[config.mk]
export PLATFORM = sky130hd
export DESIGN_NAME = oq_rr_scheduler
export DESIGN_NICKNAME = d
export VERILOG_FILES = /design/src/rtl/oq_sched_pkg.sv /design/src/rtl/oq_rr_scheduler_rr_pick.sv /design/src/rtl/oq_rr_scheduler.sv
export SDC_FILE = /design/constraint.sdc
export NUM_CORES = 1
export LEC_CHECK = 0
export ABC_AREA = 1
export CAP_MARGIN = 0
export CORE_UTILIZATION = 40
export DETAILED_ROUTE_END_ITERATION = 6
export PLACE_DENSITY_LB_ADDON = 0.08
export REMOVE_ABC_BUFFERS = 1
export SKIP_LAST_GASP = 1
export SYNTH_ARGS = -nofsm -noshare
export SYNTH_HDL_FRONTEND = slang
export SYNTH_SLANG_ARGS = --single-unit
[constraint.sdc]
create_clock -name clk -period 2.5 [get_ports clk]
set_input_delay 0.25 -clock clk [delete_from_list [all_inputs] [get_ports clk]]
set_output_delay 0.25 -clock clk [all_outputs]
set_load 0.01 [all_outputs]
[src/rtl/oq_sched_pkg.sv]
// Shared definitions for the output-queue scheduler: FSM state encoding and
// default queue geometry used by the SRAM output-queue blocks.
package oq_sched_pkg;

  localparam int unsigned OQ_NUM_QUEUES     = 5;
  localparam int unsigned OQ_QUEUE_ID_WIDTH = 3;

  typedef enum logic [1:0] {
    IDLE = 2'd0,
    REQ  = 2'd1,
    XFER = 2'd2
  } oq_state_t;

endpackage

[src/rtl/oq_rr_scheduler_rr_pick.sv]
// Combinational round-robin search: first set bit of eligible at or after
// rr_ptr, wrapping at NUM_QUEUES-1 back to 0.
module rr_pick
  import oq_sched_pkg::*;
#(
  parameter int unsigned NUM_QUEUES     = OQ_NUM_QUEUES,
  parameter int unsigned QUEUE_ID_WIDTH = OQ_QUEUE_ID_WIDTH
) (
  input  logic [NUM_QUEUES-1:0]     eligible,
  input  logic [QUEUE_ID_WIDTH-1:0] rr_ptr,
  output logic                      found,
  output logic [QUEUE_ID_WIDTH-1:0] idx
);

  int unsigned cand;

  // rr_ptr is always < NUM_QUEUES, so one conditional subtract wraps the offset.
  always_comb begin
    found = 1'b0;
    idx   = '0;
    cand  = 0;
    for (int unsigned i = 0; i < NUM_QUEUES; i++) begin
      cand = 32'(rr_ptr) + i;
      if (cand >= NUM_QUEUES) cand = cand - NUM_QUEUES;
      if (!found && eligible[cand[QUEUE_ID_WIDTH-1:0]]) begin
        found = 1'b1;
        idx   = cand[QUEUE_ID_WIDTH-1:0];
      end
    end
  end

endmodule

[src/rtl/oq_rr_scheduler.sv]
// Round-robin scheduler issuing one packet read at a time to the SRAM reader.
// Optional watchdog on the XFER phase enabled by defining OQ_SCHED_WATCHDOG_EN.
module oq_rr_scheduler
  import oq_sched_pkg::*;
#(
  parameter int unsigned NUM_QUEUES     = OQ_NUM_QUEUES,
  parameter int unsigned QUEUE_ID_WIDTH = OQ_QUEUE_ID_WIDTH,
  parameter int unsigned TIMEOUT_CYCLES = 4096
) (
  input  logic                      clk,
  input  logic                      reset,
  input  logic [NUM_QUEUES-1:0]     q_nonempty,
  input  logic [NUM_QUEUES-1:0]     q_dst_ready,
  output logic                      rd_req,
  output logic [QUEUE_ID_WIDTH-1:0] rd_qid,
  input  logic                      rd_ack,
  input  logic                      pkt_done,
  output logic [NUM_QUEUES-1:0]     grant,
  output logic                      busy,
  output logic                      err_timeout
);

  if ((1 << QUEUE_ID_WIDTH) < NUM_QUEUES) begin : g_bad_qid_width
    $error("QUEUE_ID_WIDTH too small for NUM_QUEUES");
  end
  if (TIMEOUT_CYCLES < 2) begin : g_bad_timeout
    $error("TIMEOUT_CYCLES must be at least 2");
  end

  oq_state_t                 state, state_nxt;
  logic [QUEUE_ID_WIDTH-1:0] rr_ptr;
  logic [QUEUE_ID_WIDTH-1:0] qid;
  logic [QUEUE_ID_WIDTH-1:0] qid_inc;
  logic [QUEUE_ID_WIDTH-1:0] pick_idx;
  logic                      pick_found;
  logic                      wd_expire;
  logic                      pkt_end;

  rr_pick #(
    .NUM_QUEUES     (NUM_QUEUES),
    .QUEUE_ID_WIDTH (QUEUE_ID_WIDTH)
  ) u_rr_pick (
    .eligible (q_nonempty & q_dst_ready),
    .rr_ptr   (rr_ptr),
    .found    (pick_found),
    .idx      (pick_idx)
  );

  assign qid_inc = (qid == QUEUE_ID_WIDTH'(NUM_QUEUES - 1)) ? '0 : qid + 1'b1;

  // A packet ends on single-word ack+done in REQ, on done in XFER, or on timeout.
  assign pkt_end = ((state == REQ) && rd_ack && pkt_done) ||
                   ((state == XFER) && (pkt_done || wd_expire));

`ifdef OQ_SCHED_WATCHDOG_EN
  localparam int unsigned WD_W = $clog2(TIMEOUT_CYCLES);

  logic [WD_W-1:0] wd_cnt;

  assign wd_expire = (state == XFER) && !pkt_done &&
                     (wd_cnt == WD_W'(TIMEOUT_CYCLES - 1));

  always_ff @(posedge clk or posedge reset) begin
    if (reset) begin
      wd_cnt      <= '0;
      err_timeout <= 1'b0;
    end else begin
      err_timeout <= wd_expire;
      if ((state == REQ) && rd_ack) wd_cnt <= '0;
      else if (state == XFER)       wd_cnt <= wd_cnt + 1'b1;
    end
  end
`else
  assign wd_expire   = 1'b0;
  assign err_timeout = 1'b0;
`endif

  always_ff @(posedge clk or posedge reset) begin
    if (reset) begin
      state  <= IDLE;
      rr_ptr <= '0;
      qid    <= '0;
    end else begin
      state <= state_nxt;
      if ((state == IDLE) && pick_found) qid <= pick_idx;
      if (pkt_end) rr_ptr <= qid_inc;
    end
  end

  always_comb begin
    state_nxt = state;
    case (state)
      IDLE:    if (pick_found) state_nxt = REQ;
      REQ:     if (rd_ack) state_nxt = pkt_done ? IDLE : XFER;
      XFER:    if (pkt_done || wd_expire) state_nxt = IDLE;
      default: state_nxt = IDLE;
    endcase
  end

  always_comb begin
    busy   = (state == REQ) || (state == XFER);
    rd_req = (state == REQ);
    rd_qid = busy ? qid : '0;
    grant  = '0;
    for (int unsigned i = 0; i < NUM_QUEUES; i++) begin
      grant[i] = busy && (qid == QUEUE_ID_WIDTH'(i));
    end
  end

endmodule

# After elaboration in Yosys (flattened, before gate mapping)
# Cells that the tools add are included.
# op_classes
add_sub_neg,10
multipliers,0
n_div,0
n_lt_le_gt_ge,10
eq_ne,9
shifts,0
mux,32
bitwise_logic,1
n_reduce_logical,22
# op_table
op,count
$mux 3,12
$lt 3x4->1 const B,5
$ge 4x3->1 const B,4
$bmux 1 s3,5
$sub 3x3->3 const B,5
$logic_and 1x1->1,13
$mux 1,10
$add 3x2->4 const B,2
$mux 2,4
$eq 3x2->1 const B,2
$pmux 2 s3,1
$and 5x5->5,1
$add 3x1->4 const B,1
$add 3x3->4 const B,1
$logic_not 1->1,4
$ne 2x2->1 const B,2
$add 3x1->3 const B,1
$eq 3x1->1 const B,1
$eq 3x3->1 const B,1
$ge 3x3->1 const B,1
$logic_not 3->1,1
$reduce_and 3->1,1
$eq 2x1->1 const B,1
$eq 2x2->1 const B,1
3 further kinds,4
# totals
register_bits,8
latchBits,0
mem_bits_rw,0
mem_bits_ro,0
in_bits,14
out_inout_bits,11
elab_cells,87
n_memories,0

# Logic depth before layout (Yosys ltp)
# Gate-level depths: netlist of run 1.
# depth
word_depth,19
depth_mapped,20
mapped_depth_nobuf,19

# Modules after synthesis
# From an unflattened synthesis of run 1, not the netlist that was laid out.
# hier_totals
cells_unflattened,249
area_unflattened_um2,1545.2
# by_module_without_submodules
mod,n_inst,cells_per_inst,area_per_inst_um2,seq_area_each_um2
rr_pick,1,161,919.6,0.0
oq_rr_scheduler,1,88,625.6,200.2

# Least setup slack after synthesis of run 1
# Ideal clock, no wire load.
# synth_path
path_type,reg2reg
from,reg rr_ptr[0]
to,reg qid[0]
setup_time_ns,0.116
arrival_time_ns,2.437
required_time_ns,2.384
setup_slack_ns,-0.053
stages_incl_launch_ff,18
n_path_buf,1
period_less_slack_ns,2.553
path_cell_list,dfrtp_1 buf_6 inv_6 ha_1 inv_1 fa_1 inv_1 nand2_2 o21ai_0 nand3_1 nand3_1 nand2_1 nand3_4 inv_1 nand3b_1 nand3_1 nand2_1 nand2_1
# synth_between
elab_chain_cells,18
elab_cells_between_ends,48
classes_between,add/sub (9); order compare (5); mux (25); reduce/logical (9)
# synth_lines
item,line_no,rtl
start: declaration,oq_rr_scheduler.sv:31,logic [QUEUE_ID_WIDTH-1:0] rr_ptr;
start signal: assignment,oq_rr_scheduler.sv:86,if (pkt_end) rr_ptr <= qid_inc;
branches (longest 18 deep; another with $add 3x1->4),n/a,
end signal: assignment,oq_rr_scheduler.sv:85,if ((state == IDLE) && pick_found) qid <= pick_idx;
end: declaration,oq_rr_scheduler.sv:32,logic [QUEUE_ID_WIDTH-1:0] qid;
# Parallel ways; which one is timed is not known. The select of a mux whose other input is x is not followed.
# A chain may end at the register's enable or synchronous reset.

# Final worst setup path of run 1
# layout_path
from,reg rr_ptr[0]
to,reg qid[1]
# The elaborated chain is that of the path after synthesis.

==> reports/metrics.yaml, run 1 <==
status: "finished clean"
wl_um: 4210
setup_slack_ns: 0.0991
path_class: "reg2reg"
yosysTopAreaCell: "nand2_1"
hold_viol: 0
synth.top_cells.by_area: "nand2_1, nand3_1, dfrtp_1, ha_1, inv_1"
setup_viol: 0
synth.avg_cell_area_um2: 6.10
antenna_found_initial: 0
seq_area_frac_synth: 0.127
grt_pass1_vias: 1545
synthFlopType: "dfrtp_1"
dp_cells: 342
finClkSkew_ns: 0.00201
grt_pass1_wl_um: 6840
pre_cts_slack_ns: -0.0203
async_flop_share: 1.00
gp_congestion: 0.794
drive_above_1_share: 0.256
grt_start_max_net_pins: 14
fin_util: 0.576
h-tree-depth: 1
hold_buffers: 0
cp-start-kind: "register"
drv_slew: 0
nets: 334
root_buffer: "clkbuf_8"
endpoint_kind: "register"
r2r_end: "qid[1]"
std_cell_rows: 22
wl_per_cell_um: 12.1
cts_sinks: 8
portBuffers: 23
diodes: 0
clock_path_buffers: 2
seqCellArea_um2: 201
grt_use_total: 0.205
r2r_start: "rr_ptr[0]"
clk_latency_ns: 0.23
path_clk_slew_ns: 0.04
drc: 0
areaGrowthSynthToFinish_pct: 35.7
n_fill_cell: 388
cts_tree: "built"
min_path_type: "in2async"
yosysMostFrequentCell: "nand2_1"
finalNonFillerCells: 349
ys_seq_elements: 8
hold_ws_ns: 0.277
cp.required_ns: 2.62
path_max_fanout: 6
grt-ovfl-total: 0
period_needed_ns: 2.40
antenna_left: 0
r2r.worst_path.cells: 19
syn_area_mm2: 0.00158
die_h_um: 64.8
vias_per_cell: 4.95
synth-edff-count: 0
multi_input_comb_area_mm2: 0.00130
vias: 1729
finalCritPeriodShare: 0.960
coreArea_mm2: 0.00372
die_w_um: 64.8
drt-initial-drc-count: 84
ys_top_cells_by_count: "nand2_1, nand3_1, inv_1"
numCtsBuffers: 3
cp.arrival_ns: 2.52
start_util: 0.425
reg2reg_slack_ns: 0.1
synthDistinctLibCells: 26
die_area_mm2: 0.00420
synth_top_area_frac: 0.185
synthCells: 259
dr.pass1.iters: 4
dpl.hpwl_um: 3310
synth_warnings: 0
max_freq_ghz: 0.417
io_pins: 25
cap_violations: 0
flip-flops by register name, summed over array words and instances, names as in the netlist:
| signal | flops |
|---|---|
| qid | 3 |
| rr_ptr | 3 |
| state | 2 |
placed cells by master, fill, tap and decap left out, drive strengths merged, types with 7 or more instances in the layout:
| master | synthesis | layout |
|---|---|---|
| nand2 | 94 | 94 |
| nand3 | 50 | 50 |
| inv | 43 | 42 |
| clkdlybuf4s50 | 0 | 23 |
| buf | 2 | 18 |
| ha | 16 | 16 |
| o21ai | 16 | 16 |
| nor2 | 14 | 14 |
| dfrtp | 8 | 8 |
| nand4 | 7 | 7 |
layer usage:
layer	wire length, µm	track usage	share of wire	vias up
met2	1930	0.327	0.46	24
met5	0	0	0	-
met3	88	0.0158	0.021	3
li1	-	-	-	918
met4	13	0.0250	0.0031	0
met1	2180	0.305	0.52	784
area by class of cell:
class | count | share of cell area
sequential | 8 | 0.0940
inverter | 43 | 0.0800
tap | 48 | 0.0280
timing repair buffer | 41 | 0.172
clock buffer | 3 | 0.0193
multi-input combinational | 206 | 0.606
critical path: stages (launching register included):
cell and delay (ns):
dfrtp_1 0.41, clkinv_4 0.09, ha_4 0.14, inv_2 0.04, fa_2 0.40, inv_4 0.10
nand2_4 0.09, nand2_2 0.09, o21ai_2 0.06, buf_4 0.14, nand3_2 0.06, nand2_2 0.05
nand2_2 0.07, nand3_4 0.09, nor2_8 0.16, nand2_4 0.07, nand2_4 0.08, inv_4 0.04
nand2_2 0.06, nand2_1 0.04
cell families after synthesis:
family	share of synthesized area
AOI/OAI and AO/OA	0.0658
buffers and inverters	0.117
adders and majority gates	0.139
xor gates and xnor gates	0.0159
other	0.00237
DFF	0.127
and+or+nand+nor	0.532
worst max-delay path by stage:
stage | from | to | slack, ns | depth (start not counted)
2_1_floorplan | rr_ptr[0] | qid[0] | -0.09 | 16
3_3_place_gp | rr_ptr[0] | qid[2] | 0.02 | 17
3_5_place_dp | rr_ptr[0] | qid[1] | -0.02 | 17
4_1_cts | rr_ptr[0] | qid[1] | 0.02 | 18
5_1_grt | rr_ptr[0] | qid[1] | -0.02 | 19
6_report | rr_ptr[0] | qid[1] | 0.1 | 19
metrics by stage:
| stage | TNS, ns | cell area (µm²) |
|---|---|---|
| 2_1_floorplan | -0.347 | 1560 |
| 3_5_place_dp | -0.0341 | 1960 |
| 4_1_cts | 0 | 2000 |
| 3_3_place_gp | 0 | 1960 |
| 5_1_grt | -0.0611 | 2140 |
| 6_report | 0 | 2140 |
what timing repair did:
item                                    CTS  global route
setup buffers                             0             4
resized for setup                         2            35
pin swaps                                 0            15
endpoints found under the setup margin    3             5
Power of run 1 is left out: the tool's default activity adds up to more than one toggle a clock period on the data nets, which glitch-free logic cannot reach.
==> inputs of run 2 (changes only) <==
--- a/config.mk
+++ b/config.mk
@@ -11,6 +11,7 @@
 export DETAILED_ROUTE_END_ITERATION = 6
 export PLACE_DENSITY_LB_ADDON = 0.08
 export REMOVE_ABC_BUFFERS = 1
+export SETUP_SLACK_MARGIN = 0.05
 export SKIP_LAST_GASP = 1
 export SYNTH_ARGS = -nofsm -noshare
 export SYNTH_HDL_FRONTEND = slang
==> run 2 against run 1 <==
Register-to-register slack better by 0.04 ns. Setup slack improved by 0.043 ns. Critical path depth is the same. Die area stayed put. Non-clock buffer count rose by 1. Global-route usage up 0.33 points. Critical endpoint is now qid[2]. Largest cell class unchanged.
==> reports/metrics.yaml, run 2 (same netlist as run 1, synthesis figures left out) <==
cp.arrival_ns: 2.48
antenna_left: 0
hold_buffers: 0
root_buffer: "clkbuf_8"
r2r_end: "qid[2]"
n_fill_cell: 386
cp-start-kind: "register"
pre_cts_slack_ns: -0.0203
drv_slew: 0
dr.pass1.iters: 4
r2r.worst_path.cells: 19
met3_length_um: 159
slowest_stage: "dfrtp_1"
crit_path_cell_trace: "clkinv_4 > ha_4 > inv_2 > fa_2 > inv_4 > nand2_8 > nand2_4 > o21ai_4 > buf_6 > nand3_2 > nand2_2 > nand2_2 > nand3_4 > nor2_8 > nand2_4 > nand2_4 > inv_4 > nand2_1 > nand2_1"
drc: 0
die_area_mm2: 0.00420
endpoint_kind: "register"
cts_tree: "built"
h-tree-depth: 1
gp_congestion: 0.794
wl_um: 4360
met1_length_um: 2150
numCtsBuffers: 3
finClkSkew_ns: 0.00107
min_path_type: "in2async"
status: "finished clean"
rsz0062_at_grt: "true"
path_class: "reg2reg"
std_cell_rows: 22
grt-ovfl-total: 0
layout_commonest_cell: "nand2_1"
grt_pass1_wl_um: 6960
setup_slack_ns: 0.142
finalCritPeriodShare: 0.943
top_regs: "qid: 3 flops, rr_ptr: 3 flops, state: 2 flops"
portBuffers: 23
io_pins: 25
grt_use_total: 0.209
setup_viol: 0
max_freq_ghz: 0.424
path_max_fanout: 6
seqCellArea_um2: 201
slowest_delay_ns: 0.41
grt_pass1_vias: 1565
dpl.hpwl_um: 3310
hold_viol: 0
antenna_found_initial: 0
drive_above_1_share: 0.295
clk_latency_ns: 0.23
r2r_start: "rr_ptr[0]"
die_w_um: 64.8
nets: 335
vias_per_cell: 5.03
die_h_um: 64.8
cp.required_ns: 2.62
cap_violations: 0
drt-initial-drc-count: 86
grt_start_max_net_pins: 14
wl_per_cell_um: 12.5
diodes: 0
cts_sinks: 8
crit_path_frequent_cell: "nand2_4"
path_clk_slew_ns: 0.04
vias: 1760
start_util: 0.425
period_needed_ns: 2.36
mostFrequentLayoutCells: "nand2_1, nand3_1, inv_1"
areaGrowthSynthToFinish_pct: 40.6
reg2reg_slack_ns: 0.14
top_layer_used: "met4"
clock_path_buffers: 2
coreArea_mm2: 0.00372
wl_met2_um: 2040
multi_input_comb_area_mm2: 0.00136
run 2: metal layers:
layer  track usage  vias to the layer above
met5             0                        -
met4        0.0250                        0
met3        0.0158                        2
met2         0.337                       37
met1         0.306                      806
li1              -                      915
run 2: final cells by class:
class	instances	area share
flip-flops and latches	8	0.0907
repair buffers	42	0.173
clock buffers	3	0.0186
well taps	48	0.0270
multi-input cells	206	0.614
inverters	43	0.0772
run 2: what timing repair did:
item / 4_1_cts / 5_1_grt
setup buffers: 0 / 5
gates resized for setup: 7 / 48
endpoints found under the setup margin: 5 / 5
pin swaps: 1 / 20
run 2: how the worst max path moves through the flow:
stage,cells past startpoint,end,slack [ns],from
2_1_floorplan,16,qid[0],-0.09,rr_ptr[0]
3_3_place_gp,17,qid[2],0.02,rr_ptr[0]
3_5_place_dp,17,qid[1],-0.02,rr_ptr[0]
4_1_cts,19,qid[1],0.07,rr_ptr[0]
5_1_grt,18,qid[1],0.01,rr_ptr[0]
6_report,19,qid[2],0.14,rr_ptr[0]
run 2: worst max-delay path: cells and delay by family (launching register included):
family	cells	cell delay (ns)
AOI/OAI and AO/OA	1	0.06
adders and majority gates	2	0.54
buffers and inverters	5	0.41
DFF	1	0.41
and+or+nand+nor	11	0.82
run 2: stage by stage:
step / cells / instance area [µm²] / utilization / TNS [ns] / hold slack, ns
floorplan: 257 / 1560 / - / -0.347 / 0.0657
global placement: 342 / 1960 / 0.526 / 0 / 0.501
detailed placement: 342 / 1960 / 0.526 / -0.0341 / 0.503
CTS: 345 / 2010 / 0.541 / 0 / 0.285
global route: 350 / 2220 / 0.598 / 0 / 0.301
finish: 350 / 2220 / 0.598 / 0 / 0.273
Power of run 2 is left out for the same reason.
==> inputs of run 3 (changes only) <==
--- a/config.mk
+++ b/config.mk
@@ -9,6 +9,7 @@
 export CAP_MARGIN = 0
 export CORE_UTILIZATION = 40
 export DETAILED_ROUTE_END_ITERATION = 6
+export GPL_TIMING_DRIVEN = 0
 export PLACE_DENSITY_LB_ADDON = 0.08
 export REMOVE_ABC_BUFFERS = 1
 export SETUP_SLACK_MARGIN = 0.05
@@ -16,3 +17,4 @@
 export SYNTH_ARGS = -nofsm -noshare
 export SYNTH_HDL_FRONTEND = slang
 export SYNTH_SLANG_ARGS = --single-unit
+export TNS_END_PERCENT = 30
==> run 3 against run 2 <==
Via count down 3.6%. First-iteration DRC count up 13%. Clock skew about the same. Worst hold slack about the same. Fmax down 1.3%. Core utilization down 1.4 points. Final cell count down 2.9%. Critical path depth down 1. Critical path type unchanged. Count of clock-buffer cells in the layout unchanged. Routed wire length down 7.3%. Sequential cell count unchanged. Setup slack worse by 0.030 ns.
==> reports/metrics.yaml, run 3 (same netlist as run 1, synthesis figures left out) <==
wl_per_cell_um: 11.9
cts_tree: "built"
grt_pass1_vias: 1441
antenna_found_initial: 0
coreArea_mm2: 0.00372
start_util: 0.425
antenna_left: 0
dpl.hpwl_um: 3100
finClkSkew_ns: 0.00116
wl_um: 4050
gp_congestion: 0.815
cap_violations: 0
drv_slew: 0
hold_buffers: 0
reg2reg_slack_ns: 0.11
h-tree-depth: 1
layout_commonest_cell: "nand2_1"
slowest_delay_ns: 0.42
die_h_um: 64.8
endpoint_kind: "register"
r2r_end: "qid[1]"
dr.pass1.iters: 4
finalCritPeriodShare: 0.955
areaGrowthSynthToFinish_pct: 37.2
clock_path_buffers: 2
fin_setup_tns_ns: 0
path_clk_slew_ns: 0.04
vias: 1696
cts_sinks: 8
grt_use_total: 0.200
min_path_type: "in2async"
portBuffers: 23
critPathTopFamily: "simple AND/OR/NAND/NOR gates"
period_needed_ns: 2.39
drive_above_1_share: 0.284
top_regs: "qid: 3 flops, rr_ptr: 3 flops, state: 2 flops"
cp.required_ns: 2.61
grt-ovfl-total: 0
hold_viol: 0
path_max_fanout: 5
drt-initial-drc-count: 97
rsz0062_at_grt: "true"
die_area_mm2: 0.00420
grt_pass1_wl_um: 6690
io_pins: 25
setup_viol: 0
cp.arrival_ns: 2.50
root_buffer: "clkbuf_8"
crit_path_cell_trace: "clkinv_4 > ha_4 > inv_2 > fa_2 > clkinv_4 > nand3_4 > nand2_4 > nand2_2 > nand3_2 > nand3_2 > nand2_2 > nand3_4 > nor2_8 > nand2_4 > nand2_4 > inv_4 > nand2_2 > nand2_2"
crit_path_frequent_cell: "nand2_2"
cp-start-kind: "register"
max_freq_ghz: 0.419
diodes: 0
worst_pin_slew_ns: 0.675
hold_ws_ns: 0.272
grt_start_max_net_pins: 14
vias_per_cell: 4.99
clk_latency_ns: 0.22
slowest_stage: "dfrtp_2"
r2r_start: "rr_ptr[0]"
mostFrequentLayoutCells: "nand2_1, nand3_1, inv_1"
worst-path-buf-inv: 4
path_class: "reg2reg"
n_fill_cell: 371
drc: 0
nets: 325
numCtsBuffers: 3
status: "finished clean"
r2r.worst_path.cells: 18
die_w_um: 64.8
std_cell_rows: 22
relSlewSlack: 0.545
==> run 3: metrics by stage <==
| stage | util | instance area (µm²) | cells | setup WS [ns] |
|---|---|---|---|---|
| after global routing | 0.583 | 2170 | 340 | -0.0218 |
| after floorplan | - | 1560 | 257 | -0.0880 |
| final | 0.583 | 2170 | 340 | 0.112 |
| after detailed placement | 0.498 | 1850 | 328 | -0.603 |
| after global placement | 0.498 | 1850 | 328 | -0.588 |
| after CTS | 0.528 | 1960 | 336 | 0.0517 |
==> run 3: layer usage <==
layer | share of wire | up-vias | GRT usage
met2 | 0.46 | 26 | 0.313
li1 | - | 899 | -
met5 | 0 | - | 0
met1 | 0.51 | 769 | 0.299
met3 | 0.033 | 2 | 0.0211
met4 | 0.0040 | 0 | 0.0250
==> run 3: what timing repair did <==
item,CTS,global route
gates cloned,0,0
setup endpoints to repair,5,5
gates resized for setup,15,47
pin swaps,2,22
setup buffers,5,4
==> run 3: worst max path at each step <==
stage / slack, ns / startpoint / endpoint / cells past startpoint
after global placement: -0.59 / rr_ptr[0] / qid[2] / 16
final: 0.11 / rr_ptr[0] / qid[1] / 18
after detailed placement: -0.60 / rr_ptr[0] / qid[0] / 16
after floorplan: -0.09 / rr_ptr[0] / qid[0] / 16
after global routing: -0.02 / rr_ptr[0] / qid[1] / 18
after CTS: 0.05 / rr_ptr[0] / qid[2] / 18
==> run 3: area by class of cell <==
cell class / instances / area (µm²) / area share
clock buffers: 3 / 41.3 / 0.0191
inverters: 43 / 179 / 0.0826
well taps: 48 / 60.1 / 0.0277
flip-flops and latches: 8 / 204 / 0.0941
repair buffers: 32 / 302 / 0.139
multi-input cells: 206 / 1380 / 0.637
==> run 3: worst reg2reg max path, stage by stage, from the launching register on <==
cell	delay, ns
dfrtp_2	0.42
clkinv_4	0.08
ha_4	0.13
inv_2	0.04
fa_2	0.41
clkinv_4	0.10
nand3_4	0.10
nand2_4	0.10
nand2_2	0.05
nand3_2	0.09
nand3_2	0.09
nand2_2	0.10
nand3_4	0.10
nor2_8	0.14
nand2_4	0.07
nand2_4	0.08
inv_4	0.05
nand2_2	0.06
nand2_2	0.05
Power of run 3 is left out for the same reason.
